**config.mk**
```make
export PLATFORM = sky130hd
export DESIGN_NAME = calc_seq
export DESIGN_NICKNAME = d
export VERILOG_FILES = /design/src/rtl/calculator_pkg.sv /design/src/rtl/calc_lane_adder.sv /design/src/rtl/calc_seq.sv
export SDC_FILE = /design/constraint.sdc
export NUM_CORES = 1
export LEC_CHECK = 0
export BUFFER_PORTS_ARGS = -buffer_cell sky130_fd_sc_hd__buf_2
export CORE_ASPECT_RATIO = 0.8
export CORE_MARGIN = 2
export CORE_UTILIZATION = 45
export DETAILED_ROUTE_END_ITERATION = 16
export PLACE_DENSITY = 0.66
export SYNTH_ARGS = -nofsm -noshare
export SYNTH_HDL_FRONTEND = slang
export SYNTH_SLANG_ARGS = --single-unit
export TNS_END_PERCENT = 5
```
**constraint.sdc**
```tcl
create_clock -name clk -period 8.1 [get_ports clk]
set_input_delay 0 -clock clk [delete_from_list [all_inputs] [get_ports clk]]
set_output_delay 0 -clock clk [all_outputs]
set_load 0.03 [all_outputs]
```
**src/rtl/calculator_pkg.sv**
```systemverilog
// calculator_pkg: shared types and defaults for the banked-SRAM calculator
package calculator_pkg;

    localparam int ADDR_W              = 9;
    localparam int CALC_DATA_W_DEFAULT = 32;
    localparam int CALC_LANES_DEFAULT  = 2;

    typedef enum logic [2:0] {
        S_IDLE   = 3'd0,
        S_READ_A = 3'd1,
        S_READ_B = 3'd2,
        S_CALC   = 3'd3,
        S_WRITE  = 3'd4,
        S_END    = 3'd5
    } calc_state_t;

    typedef enum logic [1:0] {
        MODE_ADD  = 2'd0,
        MODE_SUB  = 2'd1,
        MODE_ACC  = 2'd2,
        MODE_RSVD = 2'd3
    } calc_mode_t;

endpackage

```
**src/rtl/calc_lane_adder.sv**
```systemverilog
// calc_lane_adder: ripple of LANES DATA_W-bit adders computing a+b, a-b or acc+a+b
module calc_lane_adder #(
    parameter int DATA_W = calculator_pkg::CALC_DATA_W_DEFAULT,
    parameter int LANES  = calculator_pkg::CALC_LANES_DEFAULT
) (
    input  logic                    sub,
    input  logic                    acc_sel,
    input  logic [LANES*DATA_W-1:0] a,
    input  logic [LANES*DATA_W-1:0] b,
    input  logic [LANES*DATA_W-1:0] acc,
    output logic [LANES*DATA_W-1:0] sum,
    output logic                    carry
);

    // Three-operand adds can carry 2 between lanes, so the lane carry is 2 bits wide
    logic [1:0]        c;
    logic [DATA_W+1:0] t;

    // Carry/borrow ripples lane 0 upward; carry reports a borrow when subtracting
    always_comb begin
        c   = {1'b0, sub};
        t   = '0;
        sum = '0;
        for (int k = 0; k < LANES; k++) begin
            t = {2'b00, a[k*DATA_W +: DATA_W]}
              + {2'b00, sub ? ~b[k*DATA_W +: DATA_W] : b[k*DATA_W +: DATA_W]}
              + (acc_sel ? {2'b00, acc[k*DATA_W +: DATA_W]} : '0)
              + {{DATA_W{1'b0}}, c};
            sum[k*DATA_W +: DATA_W] = t[DATA_W-1:0];
            c = t[DATA_W+1:DATA_W];
        end
        carry = sub ? ~c[0] : |c;
    end

endmodule

```
**src/rtl/calc_seq.sv**
```systemverilog
// calc_seq: walks a read range in operand pairs through banked SRAM and writes results
module calc_seq #(
    parameter int ADDR_W = calculator_pkg::ADDR_W,
    parameter int DATA_W = calculator_pkg::CALC_DATA_W_DEFAULT,
    parameter int LANES  = calculator_pkg::CALC_LANES_DEFAULT
) (
    input  logic                       clk,
    input  logic                       rst,
    input  logic                       start,
    input  calculator_pkg::calc_mode_t mode,
    input  logic [ADDR_W-1:0]          read_start_addr,
    input  logic [ADDR_W-1:0]          read_end_addr,
    input  logic [ADDR_W-1:0]          write_start_addr,
    input  logic [ADDR_W-1:0]          write_end_addr,
    output logic                       mem_re,
    output logic [ADDR_W-1:0]          mem_raddr,
    input  logic [LANES*DATA_W-1:0]    mem_rdata,
    output logic                       mem_we,
    output logic [ADDR_W-1:0]          mem_waddr,
    output logic [LANES*DATA_W-1:0]    mem_wdata,
    output logic                       busy,
    output logic                       done,
    output logic                       overflow,
    output logic                       truncated,
    output logic [31:0]                cycle_count
);

    import calculator_pkg::*;

    localparam int W = LANES * DATA_W;

    calc_state_t       state_q, state_d;
    calc_mode_t        mode_q, mode_d;
    logic [ADDR_W-1:0] r_addr_q, r_addr_d;
    logic [ADDR_W-1:0] w_addr_q, w_addr_d;
    logic [ADDR_W-1:0] rd_end_q, rd_end_d;
    logic [ADDR_W-1:0] wr_end_q, wr_end_d;
    logic [ADDR_W-1:0] mem_raddr_q, mem_raddr_d;
    logic [ADDR_W-1:0] mem_waddr_q, mem_waddr_d;
    logic [W-1:0]      a_q, a_d;
    logic [W-1:0]      acc_q, acc_d;
    logic [W-1:0]      mem_wdata_q, mem_wdata_d;
    logic              rd_done_q, rd_done_d;
    logic              odd_q, odd_d;
    logic              mem_re_q, mem_re_d;
    logic              mem_we_q, mem_we_d;
    logic              busy_q, busy_d;
    logic              done_q, done_d;
    logic              ovf_q, ovf_d;
    logic              trunc_q, trunc_d;
    logic [31:0]       cnt_q, cnt_d;
    logic [W-1:0]      op_a, op_b, sum;
    logic              carry;

    // A trailing odd operand arrives in S_CALC itself and pairs with zero
    assign op_a = odd_q ? mem_rdata : a_q;
    assign op_b = odd_q ? '0 : mem_rdata;

    calc_lane_adder #(
        .DATA_W (DATA_W),
        .LANES  (LANES)
    ) u_adder (
        .sub     (mode_q == MODE_SUB),
        .acc_sel (mode_q == MODE_ACC),
        .a       (op_a),
        .b       (op_b),
        .acc     (acc_q),
        .sum     (sum),
        .carry   (carry)
    );

    // Next-state logic; outputs are derived from the next state so they register with it
    always_comb begin
        state_d   = state_q;
        mode_d    = mode_q;
        r_addr_d  = r_addr_q;
        w_addr_d  = w_addr_q;
        rd_end_d  = rd_end_q;
        wr_end_d  = wr_end_q;
        a_d       = a_q;
        acc_d     = acc_q;
        rd_done_d = rd_done_q;
        odd_d     = odd_q;
        ovf_d     = ovf_q;
        trunc_d   = trunc_q;
        cnt_d     = busy_q ? cnt_q + 32'd1 : cnt_q;
        case (state_q)
            S_IDLE: begin
                if (start) begin
                    mode_d   = mode;
                    r_addr_d = read_start_addr;
                    w_addr_d = write_start_addr;
                    rd_end_d = read_end_addr;
                    wr_end_d = write_end_addr;
                    if (read_end_addr < read_start_addr || write_end_addr < write_start_addr) begin
                        state_d = S_END;
                    end else begin
                        ovf_d     = 1'b0;
                        trunc_d   = 1'b0;
                        cnt_d     = '0;
                        acc_d     = '0;
                        rd_done_d = 1'b0;
                        odd_d     = 1'b0;
                        state_d   = S_READ_A;
                    end
                end
            end
            S_READ_A: begin
                odd_d     = (r_addr_q == rd_end_q);
                rd_done_d = odd_d;
                r_addr_d  = odd_d ? r_addr_q : r_addr_q + 1'b1;
                state_d   = odd_d ? S_CALC : S_READ_B;
            end
            S_READ_B: begin
                a_d       = mem_rdata;
                rd_done_d = (r_addr_q == rd_end_q);
                r_addr_d  = rd_done_d ? r_addr_q : r_addr_q + 1'b1;
                state_d   = S_CALC;
            end
            S_CALC: begin
                ovf_d   = ovf_q | carry;
                acc_d   = (mode_q == MODE_ACC) ? sum : acc_q;
                state_d = S_WRITE;
            end
            S_WRITE: begin
                if (rd_done_q) begin
                    state_d = S_END;
                end else if (w_addr_q == wr_end_q) begin
                    trunc_d = 1'b1;
                    state_d = S_END;
                end else begin
                    w_addr_d = w_addr_q + 1'b1;
                    state_d  = S_READ_A;
                end
            end
            S_END: state_d = start ? S_END : S_IDLE;
            default: state_d = S_IDLE;
        endcase
        mem_re_d    = (state_d == S_READ_A) || (state_d == S_READ_B);
        mem_raddr_d = mem_re_d ? r_addr_d : mem_raddr_q;
        mem_we_d    = (state_d == S_WRITE);
        mem_waddr_d = mem_we_d ? w_addr_d : mem_waddr_q;
        mem_wdata_d = mem_we_d ? sum : mem_wdata_q;
        busy_d      = !(state_d == S_IDLE || state_d == S_END);
        done_d      = (state_d == S_END);
    end

    // State and registered outputs; reset clears everything on the same edge
    always_ff @(posedge clk) begin
        if (!rst) begin
            state_q     <= S_IDLE;
            mode_q      <= MODE_ADD;
            r_addr_q    <= '0;
            w_addr_q    <= '0;
            rd_end_q    <= '0;
            wr_end_q    <= '0;
            a_q         <= '0;
            acc_q       <= '0;
            rd_done_q   <= 1'b0;
            odd_q       <= 1'b0;
            ovf_q       <= 1'b0;
            trunc_q     <= 1'b0;
            cnt_q       <= '0;
            mem_re_q    <= 1'b0;
            mem_raddr_q <= '0;
            mem_we_q    <= 1'b0;
            mem_waddr_q <= '0;
            mem_wdata_q <= '0;
            busy_q      <= 1'b0;
            done_q      <= 1'b0;
        end else begin
            state_q     <= state_d;
            mode_q      <= mode_d;
            r_addr_q    <= r_addr_d;
            w_addr_q    <= w_addr_d;
            rd_end_q    <= rd_end_d;
            wr_end_q    <= wr_end_d;
            a_q         <= a_d;
            acc_q       <= acc_d;
            rd_done_q   <= rd_done_d;
            odd_q       <= odd_d;
            ovf_q       <= ovf_d;
            trunc_q     <= trunc_d;
            cnt_q       <= cnt_d;
            mem_re_q    <= mem_re_d;
            mem_raddr_q <= mem_raddr_d;
            mem_we_q    <= mem_we_d;
            mem_waddr_q <= mem_waddr_d;
            mem_wdata_q <= mem_wdata_d;
            busy_q      <= busy_d;
            done_q      <= done_d;
        end
    end

    // Gating with rst keeps a write from landing on the edge where reset hits S_WRITE
    assign mem_we      = mem_we_q & rst;
    assign mem_re      = mem_re_q;
    assign mem_raddr   = mem_raddr_q;
    assign mem_waddr   = mem_waddr_q;
    assign mem_wdata   = mem_wdata_q;
    assign busy        = busy_q;
    assign done        = done_q;
    assign overflow    = ovf_q;
    assign truncated   = trunc_q;
    assign cycle_count = cnt_q;

endmodule

```
==> results.yml <==
run_status:
  status: "finished, final reports clean"
logic_synthesis:
  synth-edff-count: 0
  synth_largest_area_cell: "dfxtp_1"
  synth-main-ff-cell: "dfxtp_1"
  synth_top_area_share: 0.2808
  synth_top_family_by_area: "simple AND/OR/NAND/NOR gates"
  synth_compound_area_frac: 0.2027
  synth_mux_area_frac: 0.04542
  synthArstFlopShare: 0
  synthCells: 2651
  avgSynthCellArea_um2: 7.825
  synthXorXnorAreaFrac: 0.09331
  ys_ff_latch: 291
  ys_seq_area_frac: 0.2808
  synth_fa_ha_area_frac: 0.1129
  post-synth-top-count-cell: "nand2_1"
  ys_top_cells_by_count: "nand2_1, dfxtp_1, nor2_1"
  ys_types: 88
  synth_area_um2: 20740
  yosys_warnings: 0
  yosys.area_share.simple: 0.2242
  netlist_top_cells_area: "dfxtp_1, ha_1, xnor2_1, a21oi_1, nand2_1"
  synth_nets: 2939
die:
  die-area_um2: 47840
  ioPinCount: 225
  initial_core_util: 0.4546
  core_um2: 45630
  rows: 70
  die-width_um: 244.1
  dieHeight_um: 196.0
worst_setup_path:
  cp-end-kind: "register"
  startpoint_type: "register"
  worstPathArrival_ns: 8.17
  ff2ff_path_depth: 36
  critical-path-max-stage-delay_ns: 0.50
  crit_type: "reg -> reg"
  rrSetupSlack_ns: 0.37
  slowest_stage: "or3b_2"
  crit_fanout: 15
  critPathMostFrequentCell: "inv_1"
  reg2reg_from: "mode_q[0]$_SDFFE_PN0P_"
  cp_data_required_time_ns: 8.54
  r2r_end: "mem_wdata[59]$_SDFFE_PN0P_"
sta:
  setup_viol: 0
  maxSlewHeadroom: 0.2650
  worst_pin_slew_ns: 1.103
  drv_slew: 0
  final.min_clock_period_ns: 7.731
  hold_violations: 0
  min_period_over_period: 0.9544
  fmax_mhz: 129.4
  clock_skew_ns: 0.01089
routing:
  detail-route-antenna-nets: 0
  via_per_inst: 5.530
  totalWireLength_um: 61240
  first_pass_iters: 6
  num_vias: 19620
  route.detailed.drc: 0
  drtIter0Drc: 1259
  drt-wirelength-per-cell_um: 17.27
power_and_ir_drop:
  peakVddDrop_v: 0.0001839
  p_total_mw: 7.501
  leakage_nw: 11.07
  p_per_area_nw_per_um2: 302.5
final_layout:
  fill_cells: 4285
  area_delta_synth_final_pct: 19.52
  drive_above_1_share: 0.1578
  utilization: 0.5434
  nNetsFinal: 3198
  diodes: 0
  design_area_um2: 24790
flow_run:
  cap_violations: 0
cts:
  clk_latency_ns: 0.55
  root_buffer: "clkbuf_16"
  cts_buffers: 34
  cts_tree: "done"
  clk_pin_slew_ns: 0.07
  clockBufferDepth: 3
  cts_max_level: 2
  cts.sinks: 291
placement:
  dpl.hpwl_um: 44080
  gp_congestion: 0.9520
  place_area_um2: 22480
  io_buffer_count: 224
grt:
  grt_pass1_wl_um: 98300
  overflow: 0
  grt_pass1_vias: 19040
  antenna_found_initial: 0
  grt_max_degree: 95
  track_usage: 0.2504
hold_path:
  hold_depth: 4
  holdPathEnd: "r_addr_q[4]$_SDFF_PN0_"
  hold_start: "read_start_addr[4]"
  hp-class: "in -> reg"
==> routing by layer <==
metal / GRT usage / share of wire / vias to the layer above
met1: 0.3182 / 0.44 / 9265
li1: - / - / 9734
met2: 0.4233 / 0.47 / 470
met5: 0 / 0 / -
met3: 0.03146 / 0.042 / 147
met4: 0.1159 / 0.043 / 0
==> final cells by class <==
class	count	area, µm²	area share
multi-input cells	2140	14210	0.5733
flip-flops and latches	291	5831	0.2352
repair buffers	374	2517	0.1015
clock buffers	44	918.4	0.03704
well taps	612	765.7	0.03088
clock inverters	17	281.5	0.01135
inverters	69	265.3	0.01070
==> worst max-delay path by stage <==
stage                                 startpoint                          to  slack (ns)
final                     mode_q[0]$_SDFFE_PN0P_  mem_wdata[59]$_SDFFE_PN0P_        0.37
after detailed placement  mode_q[0]$_SDFFE_PN0P_  mem_wdata[59]$_SDFFE_PN0P_       -0.12
after global routing      mode_q[0]$_SDFFE_PN0P_  mem_wdata[59]$_SDFFE_PN0P_       -0.05
after CTS                 mode_q[0]$_SDFFE_PN0P_  mem_wdata[59]$_SDFFE_PN0P_        0.02
after global placement    mode_q[0]$_SDFFE_PN0P_  mem_wdata[59]$_SDFFE_PN0P_        0.13
after floorplan           mode_q[0]$_SDFFE_PN0P_  mem_wdata[59]$_SDFFE_PN0P_        0.05
==> repair_timing <==
item	CTS	global route
setup buffers	1	3
resized for setup	2	21
hold buffers	98	0
hold endpoints to repair	101	0
pin swaps	1	10
endpoints found under the setup margin	11	38
==> layout by cell type (no fill, tap or decap), types with 8 or more instances in the layout <==
cell type        n
xor2_1          64
mux2i_1         21
nor3_1          21
inv_1           66
nand3_1         64
a21oi_2          9
a211oi_1        17
a22oi_1         13
and4_1          11
nand2b_1        16
o21bai_1        16
and2_1          91
o21ai_1         22
o211ai_1         9
a21o_1          65
nand2_1        323
o21ai_0         77
nor2b_1         86
xnor2_1        155
and3_1          26
mux2_2          65
a21oi_1        267
dlygate4sd3_1   98
ha_1           174
buf_2          224
nor2_1         281
o21a_1          29
clkbuf_16       34
buf_4           50
nor4_1           8
dfxtp_1        289
nand4_1         19
o31ai_1          8
a31oi_1         42
==> state kept, by name (all words and copies together) (netlist names) <==
signal and flops:
r_addr_q 9, cycle_count 32, acc_q 64, rd_done_q 1, truncated 1, w_addr_q 9
mem_waddr 9, state_q 3, mem_re 1, odd_q 1, overflow 1, done 1
mem_raddr 9, mem_we_q 1, busy 1, a_q 64, wr_end_q 9, rd_end_q 9
mode_q 2, mem_wdata 64
==> logic make-up after synthesis <==
kind of cell	Yosys count
multiplexers	86
buffers and inverters	220
adder cells (fa/ha/maj)	183
XOR/XNOR	221
AND/OR/NAND/NOR	988
AO/OA/AOI/OAI	662
flip-flops	291
==> worst max-delay path: cells and delay by family, from the launching register on <==
family                   cells  cell delay (ns)
AO/OA/AOI/OAI               16             2.99
buffers and inverters        6             0.67
AND/OR/NAND/NOR              6             1.45
adder cells (fa/ha/maj)      5             1.71
flip-flops                   1             0.36
XOR/XNOR                     3             0.42
==> through the flow <==
step | instances | setup TNS [ns] | hold WS [ns] | setup WS (ns)
final | 3547 | 0 | 0.02051 | 0.3693
after global routing | 3547 | -0.1778 | 0.06091 | -0.05044
after CTS | 3544 | 0 | 0.0001725 | 0.01628
after detailed placement | 3384 | -0.4355 | 0.2580 | -0.1236
after global placement | 3384 | 0 | 0.2553 | 0.1279
after floorplan | 2651 | 0 | 0.1360 | 0.04687
==> where the power goes <==
group,total (mW),switching (mW),internal (mW)
Clock,1.69,0.662,1.03
Combinational,4.05,2.50,1.55
Sequential,1.76,0.154,1.61
No activity file was read; power rests on OpenSTA's default activity.
